File: src/rtl/stepper_pkg.sv
// stepper_pkg: shared types and helpers for the multi-axis stepper pulse generator.
//   - STEP_W_DEFAULT : default width of a signed-magnitude step word
//   - state_t        : move sequencer states
//   - sm_split       : splits a signed-magnitude word into direction and magnitude
//   - axis_sign      : motion sign of the sum of two signed-magnitude values as a 2-bit code
package stepper_pkg;

    localparam int STEP_W_DEFAULT = 32;
    // Widest step word the helpers accept; narrower words are zero-extended into it.
    localparam int SM_MAX_W = 64;

    typedef enum logic [1:0] {IDLE, RUN, FINISH} state_t;

    typedef struct packed {
        logic                dir;
        logic [SM_MAX_W-1:0] mag;
    } sm_t;

    localparam sm_t SM_ZERO = '0;

    // Axis motion codes: two's-complement -1/0/+1 in two bits.
    localparam logic [1:0] MOVE_NONE = 2'b00;
    localparam logic [1:0] MOVE_POS  = 2'b01;
    localparam logic [1:0] MOVE_NEG  = 2'b11;

    function automatic sm_t sm_split(input logic [SM_MAX_W-1:0] word, input int unsigned width);
        sm_t                 r;
        logic [SM_MAX_W-1:0] msb;
        msb   = SM_MAX_W'(1) << (width - 1);
        r.dir = |(word & msb);
        r.mag = word & (msb - SM_MAX_W'(1));
        return r;
    endfunction

    function automatic logic [1:0] dir_code(input logic dir);
        return dir ? MOVE_NEG : MOVE_POS;
    endfunction

    // Sign of (a + b) worked out in sign-magnitude form, so no wide adder is needed.
    // A zero magnitude contributes nothing regardless of its direction bit.
    function automatic logic [1:0] axis_sign(input sm_t a, input sm_t b);
        if (a.mag == '0 && b.mag == '0) return MOVE_NONE;
        if (b.mag == '0)                return dir_code(a.dir);
        if (a.mag == '0)                return dir_code(b.dir);
        if (a.dir == b.dir)             return dir_code(a.dir);
        if (a.mag > b.mag)              return dir_code(a.dir);
        if (b.mag > a.mag)              return dir_code(b.dir);
        return MOVE_NONE;
    endfunction

endpackage

File: src/rtl/stepper_channel.sv
// stepper_channel: one STEP pulse train generator.
//   clk, rst_n : clock, asynchronous active-low reset
//   load       : latch mag_in / half_in and start the train (first STEP high next cycle)
//   stop       : end the train now; a STEP that is currently high counts as completed
//   mag_in     : number of pulses to emit
//   half_in    : half-period in clk cycles (0 behaves as 1)
//   active     : channel still has phase time left after the current cycle
//   step       : STEP output
//   mag        : pulses not yet completed
module stepper_channel #(
    parameter int MAG_W = 31,
    parameter int DIV_W = 32
) (
    input  logic             clk,
    input  logic             rst_n,
    input  logic             load,
    input  logic             stop,
    input  logic [MAG_W-1:0] mag_in,
    input  logic [DIV_W-1:0] half_in,
    output logic             active,
    output logic             step,
    output logic [MAG_W-1:0] mag
);

    logic [DIV_W-1:0] reload;
    logic [DIV_W-1:0] cnt;
    logic             run;
    logic             last_phase;

    // The trailing low half of the final pulse still counts as active time; the
    // channel retires when that half expires with nothing left to emit.
    assign last_phase = (cnt == '0) && !step && (mag == '0);
    assign active     = run && !last_phase;

    always_ff @(posedge clk or negedge rst_n) begin
        if (!rst_n) begin
            reload <= '0;
            cnt    <= '0;
            run    <= 1'b0;
            step   <= 1'b0;
            mag    <= '0;
        end else if (load) begin
            reload <= (half_in == '0) ? '0 : half_in - DIV_W'(1);
            cnt    <= (half_in == '0) ? '0 : half_in - DIV_W'(1);
            mag    <= mag_in;
            step   <= |mag_in;
            run    <= |mag_in;
        end else if (run) begin
            if (stop) begin
                run  <= 1'b0;
                step <= 1'b0;
                if (step) mag <= mag - MAG_W'(1);
            end else if (cnt == '0) begin
                cnt <= reload;
                if (step) begin
                    step <= 1'b0;
                    mag  <= mag - MAG_W'(1);
                end else if (mag == '0) begin
                    run <= 1'b0;
                end else begin
                    step <= 1'b1;
                end
            end else begin
                cnt <= cnt - DIV_W'(1);
            end
        end
    end

endmodule

File: src/rtl/stepper_multi_axis.sv
// stepper_multi_axis: N-channel STEP/DIR pulse generator with endstop gating.
//   clk, rst_n  : clock, asynchronous active-low reset
//   start       : level; a rising edge while idle launches a move
//   abort       : stop request, honoured while busy
//   step_in     : per-channel signed-magnitude step count, channel i at [i*STEP_W +: STEP_W]
//   half_period : per-channel half-period in clk cycles, channel i at [i*DIV_W +: DIV_W]
//   end_min/max : per-axis endstops, active-high
//   step_out    : STEP pulses
//   dir_out     : direction latched at launch
//   remaining   : live signed-magnitude steps not yet completed
//   busy, done  : move in progress / one-cycle end-of-move pulse
//   halted      : last move ended by endstop or abort; cleared at the next launch
module stepper_multi_axis
    import stepper_pkg::*;
#(
    parameter int N_CH   = 4,
    parameter int STEP_W = STEP_W_DEFAULT,
    parameter int DIV_W  = 32,
    parameter int COREXY = 1
) (
    input  logic                     clk,
    input  logic                     rst_n,
    input  logic                     start,
    input  logic                     abort,
    input  logic [N_CH*STEP_W-1:0]   step_in,
    input  logic [N_CH*DIV_W-1:0]    half_period,
    input  logic [N_CH-1:0]          end_min,
    input  logic [N_CH-1:0]          end_max,
    output logic [N_CH-1:0]          step_out,
    output logic [N_CH-1:0]          dir_out,
    output logic [N_CH*STEP_W-1:0]   remaining,
    output logic                     busy,
    output logic                     done,
    output logic                     halted
);

    localparam int MAG_W = STEP_W - 1;

    state_t                 state, state_nxt;
    logic                   start_d;
    logic                   start_rise;
    logic                   any_move;
    logic                   load;
    logic                   stop;
    logic                   halt_req;
    sm_t                    cmd [N_CH];
    sm_t                    cmd1_neg;
    logic [MAG_W-1:0]       cmd_mag [N_CH];
    logic [N_CH-1:0][1:0]   axis_nxt;
    logic [N_CH-1:0][1:0]   axis_mv;
    logic [N_CH-1:0]        blocked;
    logic [N_CH-1:0]        act;
    logic [MAG_W-1:0]       mag [N_CH];

    assign start_rise = start && !start_d;

    always_comb begin
        any_move = 1'b0;
        for (int i = 0; i < N_CH; i++) begin
            cmd[i]     = sm_split(SM_MAX_W'(step_in[i*STEP_W +: STEP_W]), STEP_W);
            cmd_mag[i] = MAG_W'(cmd[i].mag);
            any_move   = any_move | (cmd[i].mag != '0);
        end
    end

    // Axis motion is fixed at launch. With CoreXY, X follows a+b and Y follows a-b.
    always_comb begin
        axis_nxt     = '0;
        cmd1_neg     = cmd[1];
        cmd1_neg.dir = ~cmd[1].dir;
        for (int i = 0; i < N_CH; i++) begin
            axis_nxt[i] = axis_sign(cmd[i], SM_ZERO);
        end
        if (COREXY != 0) begin
            axis_nxt[0] = axis_sign(cmd[0], cmd[1]);
            axis_nxt[1] = axis_sign(cmd[0], cmd1_neg);
        end
    end

    // Only an endstop on the side the axis is heading towards blocks it.
    always_comb begin
        blocked = '0;
        for (int i = 0; i < N_CH; i++) begin
            blocked[i] = ((axis_mv[i] == MOVE_NEG) && end_min[i]) ||
                         ((axis_mv[i] == MOVE_POS) && end_max[i]);
        end
    end

    assign halt_req = abort || (|blocked);
    assign stop     = (state == RUN) && halt_req;

    always_comb begin
        state_nxt = state;
        load      = 1'b0;
        case (state)
            IDLE: begin
                if (start_rise) begin
                    if (any_move) begin
                        state_nxt = RUN;
                        load      = 1'b1;
                    end else begin
                        state_nxt = FINISH;
                    end
                end
            end
            RUN: begin
                if (halt_req || !(|act)) state_nxt = FINISH;
            end
            FINISH:  state_nxt = IDLE;
            default: state_nxt = IDLE;
        endcase
    end

    always_ff @(posedge clk or negedge rst_n) begin
        if (!rst_n) begin
            state   <= IDLE;
            start_d <= 1'b0;
            dir_out <= '0;
            axis_mv <= '0;
            halted  <= 1'b0;
        end else begin
            state   <= state_nxt;
            start_d <= start;
            if (load) begin
                halted  <= 1'b0;
                axis_mv <= axis_nxt;
                for (int i = 0; i < N_CH; i++) begin
                    dir_out[i] <= cmd[i].dir;
                end
            end else if (stop) begin
                halted <= 1'b1;
            end
        end
    end

    assign busy = (state == RUN);
    assign done = (state == FINISH);

    for (genvar g = 0; g < N_CH; g++) begin : g_ch
        stepper_channel #(
            .MAG_W (MAG_W),
            .DIV_W (DIV_W)
        ) u_ch (
            .clk     (clk),
            .rst_n   (rst_n),
            .load    (load),
            .stop    (stop),
            .mag_in  (cmd_mag[g]),
            .half_in (half_period[g*DIV_W +: DIV_W]),
            .active  (act[g]),
            .step    (step_out[g]),
            .mag     (mag[g])
        );
        assign remaining[g*STEP_W +: STEP_W] = {dir_out[g], mag[g]};
    end

endmodule

File: config.mk
export PLATFORM = sky130hd
export DESIGN_NAME = stepper_multi_axis
export DESIGN_NICKNAME = d
export VERILOG_FILES = /design/src/rtl/stepper_pkg.sv /design/src/rtl/stepper_channel.sv /design/src/rtl/stepper_multi_axis.sv
export SDC_FILE = /design/constraint.sdc
export NUM_CORES = 1
export LEC_CHECK = 0
export ABC_AREA = 1
export ABC_CLOCK_PERIOD_IN_PS = 4800
export CAP_MARGIN = 30
export CORE_ASPECT_RATIO = 0.7
export CORE_UTILIZATION = 61
export DETAILED_ROUTE_END_ITERATION = 6
export GPL_TIMING_DRIVEN = 0
export PLACE_DENSITY_LB_ADDON = 0.25
export SLEW_MARGIN = 30
export SYNTH_ARGS = -nofsm -noshare
export SYNTH_HDL_FRONTEND = slang
export SYNTH_SLANG_ARGS = --single-unit
File: constraint.sdc
create_clock -name clk -period 4.8 [get_ports clk]
set_clock_uncertainty 0.15 [all_clocks]
set_input_delay 1.2 -clock clk [delete_from_list [all_inputs] [get_ports clk]]
set_output_delay 1.2 -clock clk [all_outputs]
set_load 0.02 [all_outputs]
==> results.txt <==
The flow ran to the end, and the final reports show no timing, DRC or antenna violations. After legalization and detailed placement, the total HPWL measured 93,000 µm. The aggregate negative setup slack came out at 0 ps. The number of synthesized register bits came out at 404.

The total die area is 51,400 µm². The worst path buffer plus inverter count is 3. For this block, the via count after detailed routing is 36.5k. STA classifies the critical path endpoint as a register. The total iterations of the first detailed-routing run came out at 6. Walking the worst path, the cells encountered are clkdlybuf4s50_1 -> nor2_1 -> nand2_1 -> nor2_1 -> nand2_1 -> nor2_2 -> nand2_1 -> nor2_1 -> nor2_1 -> clkbuf_1 -> clkbuf_2 -> nand3_1 -> nand2_1 -> nand2_1 -> nand2_1. The leakage power came out at 18.9 nW. The worst hold path belongs to the class in -> async. The total power is 21.1 mW. The slew at the pin with the worst max-slew slack is 1100 ps.

The post-synthesis cell type with the largest combined area is dfrtp_1. The post-CTS resize count is 0. The number of clock sinks seen by CTS came out at 404. The post-place instance area is 35,900 µm². The die width is 271 µm. The later pin in the worst-skew pair is clocked with a latency of 600 ps.

The congestion estimate from routability-driven global placement came to 1.04. The final worst-path cycle share came out at 89.3%. Synthesis instantiated 40 different standard cells from the library. The routed wirelength normalized by instance count came out at 19.8 µm.

In this run the biggest area consumer among cell types represents 32.8% of the synthesized area. The final routed DRC violation total is 0. The post-synth net total is 5,319.

Setup repair after global routing left no endpoint under its margin. The number of buffers inserted by post-CTS setup repair came out at 0. The total number of yosys warnings is 0. The initial antenna violation count came out at 9. The area added between synthesis and finish is 21.8%. In this run, post-CTS hold repair placed 0 buffers. The via count of the first global-routing pass is 33.0k. The sequential standard cell area is 10,100 µm².

The critical-path cell with the highest stage delay is clkbuf_1. The chip height came out at 190 µm. The detailed router finished its first iteration with 5,518 violations. The number of H-tree levels is 2. The family of cells with the greatest summed delay on the critical path is buffers and inverters. The number of I/O pins is 407.

The largest net degree at the start of global routing came out at 83. The final core area utilization came out at 75.6%. The area of the multi-input gates came out at 18,400 µm². Summing all non-filler instances in the final layout gives an area of 37,500 µm². The remaining antenna violation count after routing is 0. The final-report hold violation count came out at 0. Across the run, the number of max-cap violations was 0. The data arrival at the endpoint of the critical path came out at 4680 ps. The areal power density over the cells is 563 nW/µm². The area of the mapped netlist is 30,800 µm². The final number of max-transition violations was 0. In this run the tool buffered the top-level ports with 406 buffer cells. STA classifies the critical path startpoint as a primary input. The mean instance size in the synthesized netlist is 6.16 µm². Across the VDD grid, the largest voltage drop is 476 µV. The post-route netlist has 3.73% of its cells at a drive strength greater than 1. The final-stage net count is 5,775. The global-route wire length before repair came out at 186,000 µm.

Leaving out fill and tap cells, the most frequent cells in the layout are 2,043 x nand2_1, 812 x nor2_1, 405 x clkdlybuf4s50_1. Synthesis produced a netlist whose cell count is 5,004. The CTS tree is built. The initial utilization of the core area, before any placement, comes to 62.1%. Measured against its own limit, the worst slew margin works out to 26.4%. The number of rows created at floorplan came out at 68. The core outline area is 49,600 µm². By area the synthesized netlist is led by dfrtp_1 33%, nand2_1 25%, nor2_1 9.9%. The tree is rooted in a clkbuf_16.

The number of vias per cell came out at 5.91. The most common cell after layout, fill and taps aside is nand2_1. The worst-case hold slack came out at 311 ps. STA puts the critical path data required time at 5200 ps. For this run, the slowest stage of the critical path takes 670 ps. The highest clock frequency the design can meet is 233 MHz. The global routing usage summed across all routing layers came out at 46.3%.

The filler cell count came out at 4,093. The sequential fraction of the synthesis area came out at 32.8%. The largest fanout on the critical path is 10. The register clock-pin slew on the reported worst setup and hold paths is 80 ps. The count of final setup violators is 0. The cell type with the highest occurrence count on the critical path is nand2_1.

The number of buffers added by the clock tree synthesis step came out at 43. The path type of the worst setup path is in -> reg. The clock period minus worst slack is 4290 ps. The total routed wirelength came out at 122,000 µm. The largest buffer count on any clock path is 3. The overall overflow remaining after global route is 0.
## power by group
group	internal, mW	switching (mW)	total (mW)
Combinational	3.90	7.06	11.0
Clock	2.34	1.62	3.96
Sequential	4.67	1.54	6.22
Total	10.9	10.2	21.1
## through the flow
step	worst slack, ps	cells
after global routing	510	6169
after global placement	-15580	6075
after detailed placement	-36.3	6080
final	511	6171
after CTS	488	6160
after floorplan	1710	5004
## cells by family after synthesis
kind of cell | after synthesis | synth area share, %
flip-flops | 404 | 32.8
buffers and inverters | 557 | 7.43
adder cells (fa/ha/maj) | 47 | 1.91
AO/OA/AOI/OAI | 336 | 5.71
XOR/XNOR | 273 | 7.76
AND/OR/NAND/NOR | 3387 | 44.4
## cell type report
cell class | count | share of cell area, %
multi-input combinational | 4043 | 49.1
sequential | 404 | 26.9
timing repair buffer | 411 | 11.2
inverter | 374 | 3.74
clock buffer | 57 | 3.36
buffer | 183 | 2.39
tap | 665 | 2.22
clock inverter | 23 | 0.987
antenna | 11 | 0.0734
## sequential cells by signal, summed over array words and instances (netlist names)
name / count
g_ch.u_ch.reload: 128
dir_out: 4
g_ch.u_ch.step: 4
g_ch.u_ch.mag: 124
start_d: 1
axis_mv: 8
g_ch.u_ch.run: 4
g_ch.u_ch.cnt: 128
state: 2
halted: 1
## synth_stat cells (all sizes together)
library cell / number
nand2: 2049
nor2: 815
dfrtp: 404
inv: 373
o21ai: 289
nand3: 285
xor2: 179
nand4: 173
buf: 98
xnor2: 94
clkbuf: 85
ha: 47
nor3: 40
a21oi: 22
nand3b: 10
o21bai: 9
or2: 9
a21o: 5
o211ai: 4
o21a: 4
and2: 2
and3: 2
o22ai: 2
a31oi: 1
clkinv: 1
nor3b: 1
nor4: 1
## final timing paths
check | from | endpoint | slack, ps | depth (start not counted)
min in group clk | g_ch[2].u_ch.reload[6] | g_ch[2].u_ch.reload[6] | 330 | 2
hold reg to reg | g_ch[2].u_ch.reload[6] | g_ch[2].u_ch.reload[6] | 330 | 2
hold / removal | rst_n | g_ch[0].u_ch.reload[27] | 310 | 1
setup reg to reg | g_ch[0].u_ch.cnt[8] | g_ch[0].u_ch.mag[20] | 1720 | 11
max in group asynchronous | rst_n | g_ch[3].u_ch.reload[9] | 2650 | 4
setup / recovery | step_in[47] | g_ch[3].u_ch.cnt[5] | 510 | 15
## per-layer routing
| layer | vias up | routed length [µm] | track usage [%] |
|---|---|---|---|
| li1 | 16700 | - | - |
| met1 | 16600 | 49400 | 66.5 |
| met2 | 2836 | 48200 | 63.7 |
| met3 | 381 | 19100 | 15.0 |
| met4 | 4 | 5120 | 18.5 |
| met5 | - | 97 | 1.50 |
No activity file was read; power rests on OpenSTA's default activity.
